[config.mk]
export PLATFORM = sky130hd
export DESIGN_NAME = param_stream_fifo
export DESIGN_NICKNAME = d
export VERILOG_FILES = /design/src/rtl/param_stream_fifo.sv
export SDC_FILE = /design/constraint.sdc
export NUM_CORES = 1
export LEC_CHECK = 0
export CORE_AREA = 4 4 107 109
export DETAILED_ROUTE_END_ITERATION = 7
export DIE_AREA = 0 0 111 113
export DONT_BUFFER_PORTS = 1
export GPL_TIMING_DRIVEN = 0
export PLACE_DENSITY_LB_ADDON = 0.05
export SLEW_MARGIN = 20
export SYNTH_ARGS = -nofsm -noshare
export SYNTH_HDL_FRONTEND = slang
export SYNTH_SLANG_ARGS = --single-unit
[constraint.sdc]
create_clock -name clk -period 2.8 [get_ports clk]
set_input_delay 0.84 -clock clk [delete_from_list [all_inputs] [get_ports clk]]
set_output_delay 0.84 -clock clk [all_outputs]
set_load 0.01 [all_outputs]
[src/rtl/param_stream_fifo.sv]
// Valid/ready stream FIFO with occupancy, almost-full and sticky overflow reporting.
// MODE 1 presents the RAM head directly (FWFT); MODE 0 adds a registered output stage.
module param_stream_fifo #(
  parameter int unsigned      WIDTH     = 8,
  parameter int unsigned      DEPTH     = 16,
  parameter logic [WIDTH-1:0] INIT_VAL  = '0,
  parameter int unsigned      MODE      = 1,
  parameter int unsigned      AFULL_LVL = DEPTH - 2
) (
  input  logic                      clk,
  input  logic                      rst_n,
  input  logic                      flush,
  input  logic [WIDTH-1:0]          data_in,
  input  logic                      in_valid,
  output logic                      in_ready,
  output logic [WIDTH-1:0]          data_out,
  output logic                      out_valid,
  input  logic                      out_ready,
  output logic [$clog2(DEPTH)+1:0]  count,
  output logic                      almost_full,
  output logic                      overflow
);

  localparam int unsigned AW = $clog2(DEPTH);
  localparam int unsigned CW = AW + 2;

  logic [AW:0]      wr_ptr_q, wr_ptr_d;
  logic [AW:0]      rd_ptr_q, rd_ptr_d;
  logic             overflow_q, overflow_d;
  logic [WIDTH-1:0] mem_q [DEPTH];

  logic             ram_empty, ram_full;
  logic             wr_en, rd_en;
  logic             out_stage_bit;
  logic [AW:0]      ram_occ;
  logic [WIDTH-1:0] ram_head;

  assign ram_empty = (wr_ptr_q == rd_ptr_q);
  assign ram_full  = (wr_ptr_q[AW-1:0] == rd_ptr_q[AW-1:0]) && (wr_ptr_q[AW] != rd_ptr_q[AW]);
  assign ram_occ   = wr_ptr_q - rd_ptr_q;
  assign ram_head  = mem_q[rd_ptr_q[AW-1:0]];

  // Full is judged on registered state only, so a same-cycle read never frees a slot.
  assign in_ready = !ram_full;
  assign wr_en    = in_valid && !ram_full && !flush;

  always_comb begin
    wr_ptr_d   = wr_ptr_q;
    rd_ptr_d   = rd_ptr_q;
    overflow_d = overflow_q;
    if (flush) begin
      wr_ptr_d   = '0;
      rd_ptr_d   = '0;
      overflow_d = 1'b0;
    end else begin
      if (wr_en) wr_ptr_d = wr_ptr_q + 1'b1;
      if (rd_en) rd_ptr_d = rd_ptr_q + 1'b1;
      if (in_valid && ram_full) overflow_d = 1'b1;
    end
  end

  always_ff @(posedge clk or negedge rst_n) begin
    if (!rst_n) begin
      wr_ptr_q   <= '0;
      rd_ptr_q   <= '0;
      overflow_q <= 1'b0;
    end else begin
      wr_ptr_q   <= wr_ptr_d;
      rd_ptr_q   <= rd_ptr_d;
      overflow_q <= overflow_d;
    end
  end

  // Storage carries no reset; validity is tracked entirely by the pointers.
  always_ff @(posedge clk) begin
    if (wr_en) mem_q[wr_ptr_q[AW-1:0]] <= data_in;
  end

  if (MODE == 0) begin : g_reg_out
    logic             out_valid_q, out_valid_d;
    logic [WIDTH-1:0] data_out_q, data_out_d;
    logic             pop, load;

    assign pop   = out_valid_q && out_ready;
    assign load  = !ram_empty && (!out_valid_q || out_ready);
    assign rd_en = load && !flush;

    always_comb begin
      out_valid_d = out_valid_q;
      data_out_d  = data_out_q;
      if (flush) begin
        out_valid_d = 1'b0;
        data_out_d  = INIT_VAL;
      end else if (load) begin
        out_valid_d = 1'b1;
        data_out_d  = ram_head;
      end else if (pop) begin
        out_valid_d = 1'b0;
        data_out_d  = INIT_VAL;
      end
    end

    always_ff @(posedge clk or negedge rst_n) begin
      if (!rst_n) begin
        out_valid_q <= 1'b0;
        data_out_q  <= INIT_VAL;
      end else begin
        out_valid_q <= out_valid_d;
        data_out_q  <= data_out_d;
      end
    end

    assign out_valid     = out_valid_q;
    assign data_out      = data_out_q;
    assign out_stage_bit = out_valid_q;
  end else begin : g_fwft
    assign out_valid     = !ram_empty;
    assign data_out      = ram_empty ? INIT_VAL : ram_head;
    assign rd_en         = !ram_empty && out_ready && !flush;
    assign out_stage_bit = 1'b0;
  end

  // The output register counts as one held word in MODE 0.
  assign count       = {1'b0, ram_occ} + {{(CW-1){1'b0}}, out_stage_bit};
  assign almost_full = (count >= CW'(AFULL_LVL));
  assign overflow    = overflow_q;

endmodule

# Word-level counts from Yosys, hierarchy flattened
# Memories as Yosys holds them, arrays and structs flattened.
# Cells that the tools add are included.
# classes
bitwise_logic,0
div,0
magnitude_cmp,1
shift,0
n_reduce_logical,12
n_addsub,3
n_mul,0
n_eq_ne,3
muxes,9
# op_table
op,n
$mux W5,4
$add A5 B1 Y5 const B,2
$mux W8,1
$logic_and A1 B1 Y1,6
$reduce_bool A2 Y1,3
$eq A5 B5 Y1,1
$ge A5 B4 Y1 const B,1
$sub A5 B5 Y5,1
$eq A4 B4 Y1,1
$mux W1,4
$logic_not A1 Y1,3
$ne A1 B1 Y1,1
# word_totals
output_inout_bits,18
mem_bits_ro,0
latch_bits,0
wordCells,32
inputBits,13
memories,1
register_bits,11
ram_bits,128
# mem_list
memory,words,width,read_ports,rd_ports_with_merged_regs,write_ports,line,rtl
mem_q,16,8,1,0,1,30,logic [WIDTH-1:0] mem_q [DEPTH];

# Longest topological paths before layout
# depth
depth_word,7
ltp_mapped,10
mapped_depth_nobuf,8

# Least setup slack after synthesis
# No wires, ideal clock.
# synth_timing
path_kind,register to register
startpoint,register rd_ptr_q[2]
endpoint,"memory mem_q[0][0], enable pin"
setup_time_ns,0.383
path_slack_ns,-0.184
synth_period_minus_slack_ns,2.984
required_time_ns,2.417
path_stages_with_launch,10
arrival_time_ns,2.600
path_buffers,3
cell_sequence,dfrtp_1 -> buf_2 -> inv_1 -> buf_2 -> ha_1 -> and4_1 -> clkbuf_1 -> a211oi_1 -> nand2_1 -> nor3_1
# synth_between
elab_chain_cells,7
# synth_lines
item,line,rtl
"start, declared",28,"logic [AW:0] rd_ptr_q, rd_ptr_d;"
"start signal, assigned",69,rd_ptr_q <= rd_ptr_d;
$eq A4 B4 Y1,39,assign ram_full = (wr_ptr_q[AW-1:0] == rd_ptr_q[AW-1:0]) && (wr_ptr_q[AW] != rd_ptr_q[AW]);
$logic_and A1 B1 Y1,39,
$logic_not A1 Y1,45,assign wr_en = in_valid && !ram_full && !flush;
$logic_and A1 B1 Y1 (2 in a row),45,
$mux W1,76,if (wr_en) mem_q[wr_ptr_q[AW-1:0]] <= data_in;
$mux W1 (not written as such),76,
"end, declared",30,
# No other way between the ends.

# Worst setup path in the final report
# layout_timing
startpoint,register rd_ptr_q[0]
endpoint,output data_out[2]
# layout_between
elab_chain_cells,2
elab_cells_between_ends,3
cone_classes,eq/ne: 1; mux: 1; memory: 1
# layout_lines
item,line,rtl
$mem_v2 Z16 W8 or $eq A5 B5 Y1 (tied branches),--,
$mux W8 *,118,assign data_out = ram_empty ? INIT_VAL : ram_head;
"end, declared",16,"output logic [WIDTH-1:0] data_out,"
# Mark *: on every way between the ends. The rest lies on a longest branch, timed or not.

==> results.tsv <==
stage	metric	value	unit
cells_and_area	post-layout util	69.3	%
cts	CTS tree	done	
logic_synthesis	syn avg cell area	18.4	sq um
worst_setup_path	Req. time, crit path	1960	ps
floorplanning	core area	0.0106	sq mm
logic_synthesis	Post-synth EDFFs	128	
global_route	total global-route track usage	20.9	%
pwr	peak supply drop	543	uV
global_route	initial antenna violation count	0	
timing	skew final	8.36	ps
logic_synthesis	Cell variety after synth	42	
timing	Achievable Freq	0.319	GHz
logic_synthesis	synthesized netlist cell count	319	
floorplanning	IO Count	31	
floorplanning	starting density of the core	55.3	%
timing	Fin. Hold Viols	0	
timing	final worst slack	-336	ps
floorplanning	Die Height	113	um
logic_synthesis	post-synthesis mux area share	15.9	%
worst_setup_path	crit path DAT	2300	ps
placement	dpl hpwl	7.51	mm
timing	worst hold margin	379	ps
floorplanning	Rows	38	
global_route	gr ovfl total	0	
timing	Final Setup Violations	12	
placement	RePlAce Congestion	0.841	
logic_synthesis	syn_nets	342	
cells_and_area	n_diodes	0	
route	Detailed Route WL	12.6	mm
pwr	Final Power	0.00553	W
route	routed length per instance	24.3	um
logic_synthesis	post-synthesis simple-gate area fraction	3.97	%
timing	setup total negative slack	-2780	ps
route	Iteration-0 DRC Markers	332	
global_route	gr busiest metal	met2	
timing	Slew HR	52.1	%
floorplanning	die width	111	um
global_route	met1 Use GR	27.7	%
cts	htree depth	4	
placement	I/O Buffers	0	
timing	Slew @ Worst Pin	719	ps
global_route	largest net degree at the start of global routing	17	
timing	period utilisation layout	112	%
worst_setup_path	critical path capture point type	primary output	
logic_synthesis	Seq cells post-synth	139	
cells_and_area	nets@finish	389	
cells_and_area	share of cells above drive strength 1	42.0	%
pwr	Static Leak	2.45	nW
worst_setup_path	CP Launch Type	flip-flop	
cts	clk root buf	clkbuf_8	
pwr	PD cells	752	mW/mm^2
logic_synthesis	Ys Warns	0	
outcome	failing checks	setup timing	
logic_synthesis	Post-Synth XOR/XNOR Area	1.75	%
timing	Final min period	3140	ps
floorplanning	full die area	0.0125	sq mm
global_route	first-pass GRT wire length	19.0	mm
route	drt via density	5.95	
cts	clock buffer depth	2	
timing	RSZ-0062 raised after global routing	true	
run	number of max-cap violations	0	
logic_synthesis	register area share after synthesis	70.3	%
route	ANT nets after route	0	
hold_path	class of the worst hold path	input pin to flip-flop	
global_route	met2 usage	32.7	%
route	DR vias	3089	
timing	Final Max Slew Viols	0	
cells_and_area	most common cell after layout, fill and taps aside	edfxtp_1	
logic_synthesis	mapped cell area	0.00586	sq mm
cts	# clock sinks	139	
logic_synthesis	largest family of logic cells by synthesized area	multiplexers	
cts	Worst-path clk slew	60	ps
cells_and_area	area delta synth->final	25.3	%
route	Pre-antenna DRT Iters	4	
worst_setup_path	WS Path Type	flip-flop to primary output	
worst_setup_path	Crit Path Max Fanout	11	
route	DRC viols	0	
logic_synthesis	adder-cell share of the synthesized area	2.26	%
placement	Setup WS pre-CTS	-835	ps
logic_synthesis	compound-gate portion of the synthesized area	3.69	%
logic_synthesis	top_reg_cell synth	edfxtp_1	
global_route	vias in the first global route	3190	
global_route	M3 GR Usage	6.90	%
cells_and_area	most frequent cells in the layout	edfxtp_1, mux4_2, buf_4	
cts	total CTS buffers	17	
cells_and_area	# fillers	668	
logic_synthesis	ys async rst share	7.91	%
outcome	outcome	complete, but fails checks	
cts	Skew-Pair Late Insertion Delay	530	ps
kinds of logic after synthesis:
group                      count (synthesis)
AOI/OAI and AO/OA                         36
adders and majority gates                 10
and+or+nand+nor                           50
buffers and inverters                     25
DFF                                      139
muxes                                     48
other                                      1
xor gates and xnor gates                  10
metrics by stage:
step | instance area [sq um] | cells
5_1_grt | 7340 | 519
3_5_place_dp | 6060 | 459
4_1_cts | 7060 | 509
3_3_place_gp | 6050 | 459
2_1_floorplan | 5870 | 319
6_report | 7340 | 519
flip-flops by register name, indices dropped and copies added, names as in the netlist:
name / cells
mem_q: 128
wr_ptr_q: 5
rd_ptr_q: 5
overflow: 1
worst max-delay path, stage by stage, from the launching register on:
cell	delay [ps]
dfrtp_2	370
buf_12	140
buf_12	160
mux4_1	550
mux2_4	280
o21ai_2	180
a21oi_2	80
Yosys cell counts (all sizes together) (2+ instances only):
master | n | area, sq um
a2111oi | 2 | 17.5
a211oi | 2 | 15.0
a21oi | 12 | 60.1
a31oi | 2 | 12.5
buf | 11 | 72.6
clkbuf | 6 | 22.5
dfrtp | 11 | 275
edfxtp | 128 | 3840
ha | 9 | 113
inv | 8 | 30.0
mux2 | 8 | 90.1
mux2i | 10 | 100
mux4 | 30 | 739
nand2 | 8 | 30.0
nand2b | 2 | 12.5
nand3 | 6 | 30.0
nand4 | 2 | 12.5
nor2 | 20 | 75.1
nor2b | 3 | 18.8
nor3 | 4 | 20.0
o211ai | 2 | 15.0
o21ai | 12 | 63.8
or3 | 3 | 18.8
xnor2 | 6 | 60.1
xor2 | 4 | 42.6
final timing paths:
kind                             start  cells past startpoint     endpoint  slack (ps)
min                              flush                      1  wr_ptr_q[4]         380
max in group asynchronous        rst_n                      1  rd_ptr_q[0]        1660
max                        rd_ptr_q[0]                      6  data_out[2]        -340
min in group asynchronous        rst_n                      1  rd_ptr_q[2]         740
min reg2reg                   overflow                      2     overflow         590
max reg2reg                rd_ptr_q[2]                     10  mem_q[1][2]         130
layout make-up:
type                       instances  area [sq um]  share of cell area (%)
buffer                            16           181                    2.47
clock buffer                      17           414                    5.64
clock inverter                    15           165                    2.25
inverter                           8          42.5                   0.579
multi-input combinational        155          1890                    25.8
sequential                       139          4120                    56.1
tap                              140           175                    2.39
timing repair buffer              29           349                    4.75
report_power, final:
| group | internal (W) | switching [W] |
|---|---|---|
| Combinational | 0.000551 | 0.000484 |
| Clock | 0.00129 | 0.000900 |
| Sequential | 0.00229 | 0.0000134 |
metal layers:
layer | up-vias | share of wire (%)
met5 | - | 0
met2 | 107 | 50
met1 | 1591 | 41
met4 | 0 | 2.3
li1 | 1372 | -
met3 | 19 | 6.8
repair_timing:
action	4_1_cts	5_1_grt
setup endpoints to repair	143	133
hold buffers	1	0
hold endpoints to repair	11	0
buffers inserted	16	9
resized for setup	94	28
cloned	2	1
pin swaps	7	12
Power figures use the tool's default switching activity.
